**src/rtl/exp_fifo.sv**
```systemverilog
// exp_fifo: expected-payload FIFO with registered full/empty and extra-bit wrap pointers
module exp_fifo #(
  parameter int WIDTH = 8,
  parameter int DEPTH = 4
) (
  input  logic             clk,
  input  logic             rst_n,
  input  logic             push,
  input  logic             pop,
  input  logic [WIDTH-1:0] din,
  output logic [WIDTH-1:0] dout,
  output logic             full,
  output logic             empty
);
  localparam int AW = $clog2(DEPTH);
  logic [WIDTH-1:0] mem [DEPTH];
  logic [AW:0] wptr, rptr, wnext, rnext;
  logic do_push, do_pop;
  assign do_push = push && !full;
  assign do_pop  = pop && !empty;
  assign wnext   = wptr + {{AW{1'b0}}, do_push};
  assign rnext   = rptr + {{AW{1'b0}}, do_pop};
  assign dout    = mem[rptr[AW-1:0]];
  // pointer and flag registers; flags derive from the next pointers so they stay registered
  always_ff @(posedge clk or negedge rst_n) begin
    if (!rst_n) begin
      wptr  <= '0;
      rptr  <= '0;
      full  <= 1'b0;
      empty <= 1'b1;
    end else begin
      wptr  <= wnext;
      rptr  <= rnext;
      full  <= (wnext[AW] != rnext[AW]) && (wnext[AW-1:0] == rnext[AW-1:0]);
      empty <= wnext == rnext;
    end
  end
  // storage write; contents need no reset since empty masks them
  always_ff @(posedge clk) begin
    if (do_push) mem[wptr[AW-1:0]] <= din;
  end
endmodule

```
**config.mk**
```make
export PLATFORM = sky130hd
export DESIGN_NAME = exp_fifo
export DESIGN_NICKNAME = d
export VERILOG_FILES = /design/src/rtl/exp_fifo.sv
export SDC_FILE = /design/constraint.sdc
export NUM_CORES = 1
export LEC_CHECK = 0
export ABC_AREA = 1
export BUFFER_PORTS_ARGS = -buffer_cell sky130_fd_sc_hd__buf_2
export CAP_MARGIN = 20
export CORE_ASPECT_RATIO = 0.8
export CORE_MARGIN = 2
export CORE_UTILIZATION = 43
export DETAILED_ROUTE_END_ITERATION = 7
export GPL_TIMING_DRIVEN = 1
export MAX_ROUTING_LAYER = met4
export SYNTH_ARGS = -nofsm -noshare
export SYNTH_HDL_FRONTEND = slang
export SYNTH_SLANG_ARGS = --single-unit
```
**constraint.sdc**
```tcl
create_clock -name clk -period 3.1 [get_ports clk]
set_input_delay 0.155 -clock clk [delete_from_list [all_inputs] [get_ports clk]]
set_output_delay 0.155 -clock clk [all_outputs]
set_load 0.02 [all_outputs]
```
==> results.json, run 1 <==
{
  "reg2reg_depth": 3,
  "synth.area.top_cells": "edfxtp_1 (57%), dfrtp_1 (10%), nand2_1 (7.8%)",
  "fp.dieW_um": 74.08,
  "ctsHtreeMaxLevel": 2,
  "fin_setup_tns_ns": 0,
  "endpoint_kind": "output port",
  "synth-seq-area-share": 0.6881,
  "antenna_found_initial": 0,
  "peakVddDrop_v": 0.0004611,
  "synth_fa_ha_area_frac": 0.02963,
  "cts_buffers": 5,
  "fillers": 327,
  "start_util": 0.4470,
  "worst_slew_pin_slew_ns": 0.6372,
  "outcome": "completed",
  "synth.largest_area_cell": "edfxtp_1",
  "required_ns": 2.94,
  "final_cells": 228,
  "max_cap_viol_count": 0,
  "synth_cells": 143,
  "finalSetupViolations": 0,
  "final_max_slew_viol_count": 0,
  "design_area_um2": 1936,
  "wirelength_mm": 2.939,
  "num_io_pins": 22,
  "syn_area_um2": 1689,
  "grt_pass1_vias": 1012,
  "syn_avg_cell_area_um2": 11.81,
  "worstPathMaxFanout": 20,
  "worst_clock_skew_ns": 0.008458,
  "synth_mux_area_frac": 0,
  "cts_buffer_depth": 2,
  "synth_flop_cell": "edfxtp_1",
  "viasPerCell": 4.654,
  "reg2reg_from": "full",
  "dp_hpwl_mm": 2.011,
  "drt_first_pass_iters": 4,
  "synth.cells.most_frequent": "nand2_1 (35), edfxtp_1 (32), inv_1 (25), o211ai_1 (8)",
  "ys_warn_count": 0,
  "hp-start": "din[1]",
  "grt_pass1_wl_mm": 4.816,
  "dieArea_um2": 4449,
  "synth-edff-count": 32,
  "wl_per_cell_um": 12.89,
  "synth_simple_gate_area_frac": 0.1000,
  "place.gp.congestion": 0.7280,
  "postRouteAntennaNets": 0,
  "cts_num_sinks": 40,
  "p_per_area_nw_per_um2": 953.5,
  "place_inst": 218,
  "p_leak_nw": 0.8474,
  "hold_depth": 1,
  "drive_gt1_frac": 0.1908,
  "yosysMostFrequentCell": "nand2_1",
  "clock-root-buffer": "clkbuf_8",
  "die_h_um": 60.06,
  "grt_setup_unrepaired": "false",
  "ys_seq_elements": 40,
  "nets": 188,
  "cts.clk_slew.worst_paths_ns": 0.07,
  "r2r_setup_slack_ns": 1.44,
  "ys_async_sr_fraction": 0.2000,
  "fin_crit_sh": 0.5702,
  "placed_area_um2": 1841,
  "port_buffers": 21,
  "criticalPathCategory": "register to output port",
  "synth_compound_area_frac": 0.08519,
  "worstHoldPathType": "primary input to register",
  "synth_top_area_share": 0.5689,
  "grt_util_all_layers": 0.1645,
  "finalPower_mw": 1.846,
  "min_to": "mem[0][1]",
  "fmax_mhz": 565.7,
  "synth-xor-area-share": 0.01037,
  "first_iter_violations": 111,
  "core-area_um2": 3779,
  "fin_crit_ns": 1.768,
  "grt.overflow.total": 0,
  "clkLatencyLatePin_ns": 0.29,
  "synth_top_family_by_area": "simple AND/OR/NAND/NOR gates",
  "arrival_ns": 1.61,
  "drc": 0,
  "r2r-end": "mem[1][4]",
  "slew_headroom": 0.5752,
  "synth_cell_types": 17,
  "syn_to_final_growth_pct": 14.59,
  "syn_nets": 159,
  "num_antenna_cells": 0,
  "tritoncts": "yes",
  "grt_max_degree": 21,
  "cp-start-kind": "register",
  "rows": 20,
  "vias": 1061,
  "hold_viol": 0
}
-- registers in the layout (all words and copies together) (netlist names) --
name   count
empty      1
full       1
mem       32
rptr       3
wptr       3
-- kinds of logic after synthesis --
logic type,Yosys count
xor+xnor,2
buf+inv,30
flops,40
compound gates,24
simple gates,43
fa+ha+maj,4
-- critical path, stage by stage (launching register included) --
cell     delay [ns]
dfrtp_1        0.59
buf_4          0.31
a21oi_1        0.09
o21ai_0        0.10
nand2_1        0.07
buf_2          0.16
-- worst max path at each step --
stage,from,end,slack (ns),depth (start not counted)
after floorplan,full,mem[1][0],1.38,2
after global placement,full,mem[1][2],1.29,2
after detailed placement,full,mem[1][7],1.21,2
after CTS,full,mem[1][4],1.20,2
after global routing,rptr[0],dout[7],1.18,5
final,rptr[0],dout[7],1.33,5
-- stage by stage --
| step | util | worst slack [ns] | hold slack [ns] |
|---|---|---|---|
| after floorplan | - | 1.377 | -0.1406 |
| after global placement | 0.4871 | 1.285 | 0.006281 |
| after detailed placement | 0.4871 | 1.208 | 0.007130 |
| after CTS | 0.5109 | 1.205 | 0.07383 |
| after global routing | 0.5123 | 1.175 | 0.07800 |
| final | 0.5123 | 1.332 | 0.08272 |
-- power by group --
part / switching, mW / total (mW) / internal, mW
registers: 0.105 / 0.824 / 0.719
logic: 0.439 / 0.700 / 0.262
clock network: 0.164 / 0.321 / 0.156
-- layout make-up --
type	count	area (µm²)	area share
inverter	25	93.84	0.04848
timing repair buffer	27	150.1	0.07757
clock inverter	1	3.754	0.001939
sequential	40	1162	0.6005
multi-input combinational	73	380.4	0.1965
clock buffer	7	76.32	0.03943
tap	55	68.82	0.03555
-- routing by layer --
layer	wire length (µm)	part of all wire	vias to the layer above	track usage
met5	0	0	-	-
met4	53	0.018	0	0.06234
met3	135	0.046	6	0.06577
met1	1388	0.47	507	0.2033
li1	-	-	529	-
met2	1360	0.46	19	0.2449
-- placed cells by master (no fill, tap or decap) --
master / count
ha_1: 4
nor2_1: 3
clkbuf_8: 5
clkbuf_2: 1
dfrtp_1: 7
a21oi_1: 7
o21ai_1: 2
dlygate4sd3_1: 1
dfstp_2: 1
xnor2_1: 2
nor3_1: 4
o21ai_0: 6
a21oi_2: 1
nand2_1: 35
edfxtp_1: 32
buf_4: 4
clkinv_1: 1
or2_1: 1
o211ai_1: 8
inv_1: 25
clkbuf_1: 2
buf_2: 21
-- repair_timing --
item                                   4_1_cts  5_1_grt
buffers inserted                             0        0
setup endpoints to repair                    0        0
endpoints found under the hold margin        8        0
hold buffers                                 1        0
resized for setup                            0        0
Note: power is estimated with default switching activity, not from simulation.
==> inputs of run 2 (changes only) <==
==> constraint.sdc (replaced) <==
create_clock -name clk -period 1.4 [get_ports clk]
set_input_delay 0.07 -clock clk [delete_from_list [all_inputs] [get_ports clk]]
set_output_delay 0.07 -clock clk [all_outputs]
set_load 0.02 [all_outputs]
==> results.json, run 2 (synthesized netlist as in run 1, its figures left out) <==
{
  "outcome": "finished with violations",
  "violations": "negative setup slack",
  "num_io_pins": 22,
  "fmax_mhz": 674.4,
  "p_switching_mw": 1.899,
  "internal_power_mw": 3.178,
  "port_buffers": 21,
  "layout_common_cells": "nand2_1 (33), edfxtp_1 (32), inv_1 (23)",
  "design_area_um2": 2287,
  "final_common_cell": "nand2_1",
  "fp.dieW_um": 74.08,
  "grt_max_degree": 33,
  "syn_to_final_growth_pct": 35.41,
  "grt_pass1_vias": 1032,
  "p_seq_frac": 0.354,
  "endpoint_kind": "output port",
  "finalSetupViolations": 8,
  "worst_clock_skew_ns": 0.005991,
  "finalPower_mw": 5.077,
  "clkLatencyLatePin_ns": 0.28,
  "placed_area_um2": 1927,
  "worstHoldPathType": "primary input to register",
  "start_util": 0.4470,
  "nets": 202,
  "viasPerCell": 4.678,
  "peakVddDrop_v": 0.0009260,
  "worstPathMaxFanout": 8,
  "cp-start-kind": "register",
  "grt_pass1_wl_mm": 4.830,
  "vias": 1132,
  "grt_setup_unrepaired": "true",
  "slew_headroom": 0.8211,
  "drc": 0,
  "fin_crit_ns": 1.483,
  "worst_slew_pin_slew_ns": 0.2683,
  "cts_buffer_depth": 2,
  "worst_slack_ns": -0.08278,
  "rows": 20,
  "drt_first_pass_iters": 4,
  "final_max_slew_viol_count": 0,
  "p_leak_nw": 0.9632,
  "place.gp.congestion": 0.7132,
  "core-area_um2": 3779,
  "r2r_setup_slack_ns": -0.03,
  "switching_share": 0.3740,
  "die_h_um": 60.06,
  "p_per_area_nw_per_um2": 2220,
  "wl_per_cell_um": 13.51,
  "pwr-share-clk": 0.138,
  "combPwrFrac": 0.508,
  "arrival_ns": 1.41,
  "dieArea_um2": 4449,
  "hold_viol": 0,
  "grt_util_all_layers": 0.1582,
  "final_cells": 242,
  "cts.clk_slew.worst_paths_ns": 0.07,
  "wirelength_mm": 3.270,
  "postRouteAntennaNets": 0,
  "cts_num_sinks": 40,
  "max_cap_viol_count": 0,
  "cts_buffers": 5,
  "grt.overflow.total": 0,
  "tritoncts": "yes",
  "fin_setup_tns_ns": -0.2084,
  "clock-root-buffer": "clkbuf_8",
  "utilization": 0.6053,
  "ctsHtreeMaxLevel": 2,
  "first_iter_violations": 135,
  "antenna_found_initial": 0,
  "place_inst": 223,
  "fillers": 306,
  "dp_hpwl_mm": 1.883,
  "required_ns": 1.33,
  "drive_gt1_frac": 0.3422,
  "fin_crit_sh": 1.059,
  "largest_reg_flops": 32,
  "criticalPathCategory": "register to output port",
  "num_antenna_cells": 0
}
-- run 2: changes by cell type in the layout (fill, tap and decap cells not counted), moves of 3 or more --
cell	delta
a21oi_1	-7
a21oi_2	+7
buf_2	-8
buf_6	+12
dlygate4sd3_1	+6
ha_1	-4
ha_4	+3
nor3_1	-4
o21ai_0	-5
o21ai_1	+5
-- run 2: layer usage --
layer  routed length [µm]  vias up  track usage  share of wire
met5                    0        -            -              0
met4                    8        0      0.05195         0.0024
met3                  163        2      0.04890          0.050
met2                 1588       32       0.2360           0.49
met1                 1509      532       0.2080           0.46
li1                     -      566            -              -
-- run 2: final timing paths --
| kind | from | end | cells past startpoint |
|---|---|---|---|
| setup / recovery | rptr[0] | dout[0] | 4 |
| hold / removal | din[6] | mem[1][6] | 1 |
| setup reg to reg | empty | full | 9 |
| hold reg to reg | rptr[2] | rptr[2] | 2 |
| max in group asynchronous | rst_n | empty | 2 |
| min in group asynchronous | rst_n | wptr[1] | 2 |
-- run 2: through the flow --
stage / setup WS [ns] / hold WS [ns]
3_3_place_gp: -0.04134 / -0.07819
6_report: -0.08278 / 0.01001
3_5_place_dp: -0.05855 / -0.07905
4_1_cts: -0.05679 / 0.0008869
5_1_grt: -0.1359 / 0.002675
2_1_floorplan: -0.04338 / -0.2256
-- run 2: critical path, cell delays in order, from the launching register on --
cell and delay, ns:
dfrtp_2 0.49, clkbuf_16 0.19, o211ai_1 0.19, nand2_1 0.11
buf_6 0.15
-- run 2: timing repair --
action                                 in CTS  in global routing
endpoints found under the hold margin      28                  3
gates cloned                                0                  3
pin swaps                                   5                 15
gates resized for setup                    16                 27
setup endpoints to repair                  10                 42
setup buffers                               0                  1
hold buffers                                6                  1
-- run 2: area by class of cell --
cell class | instances | area, µm² | share of cell area
flip-flops and latches | 40 | 1165 | 0.5093
multi-input cells | 73 | 494.2 | 0.2161
repair buffers | 41 | 385.4 | 0.1685
inverters | 25 | 93.84 | 0.04103
clock buffers | 7 | 76.32 | 0.03337
well taps | 55 | 68.82 | 0.03009
clock inverters | 1 | 3.754 | 0.001641
-- run 2: power by group through the flow --
stage | clock (mW) | combinational [mW] | sequential (mW)
final | 0.700 | 2.58 | 1.80
after global routing | 0.783 | 2.83 | 1.83
after CTS | 0.713 | 2.09 | 1.75
after detailed placement | 0 | 1.82 | 1.75
after global placement | 0 | 1.77 | 1.74
after floorplan | 0 | 1.35 | 1.77
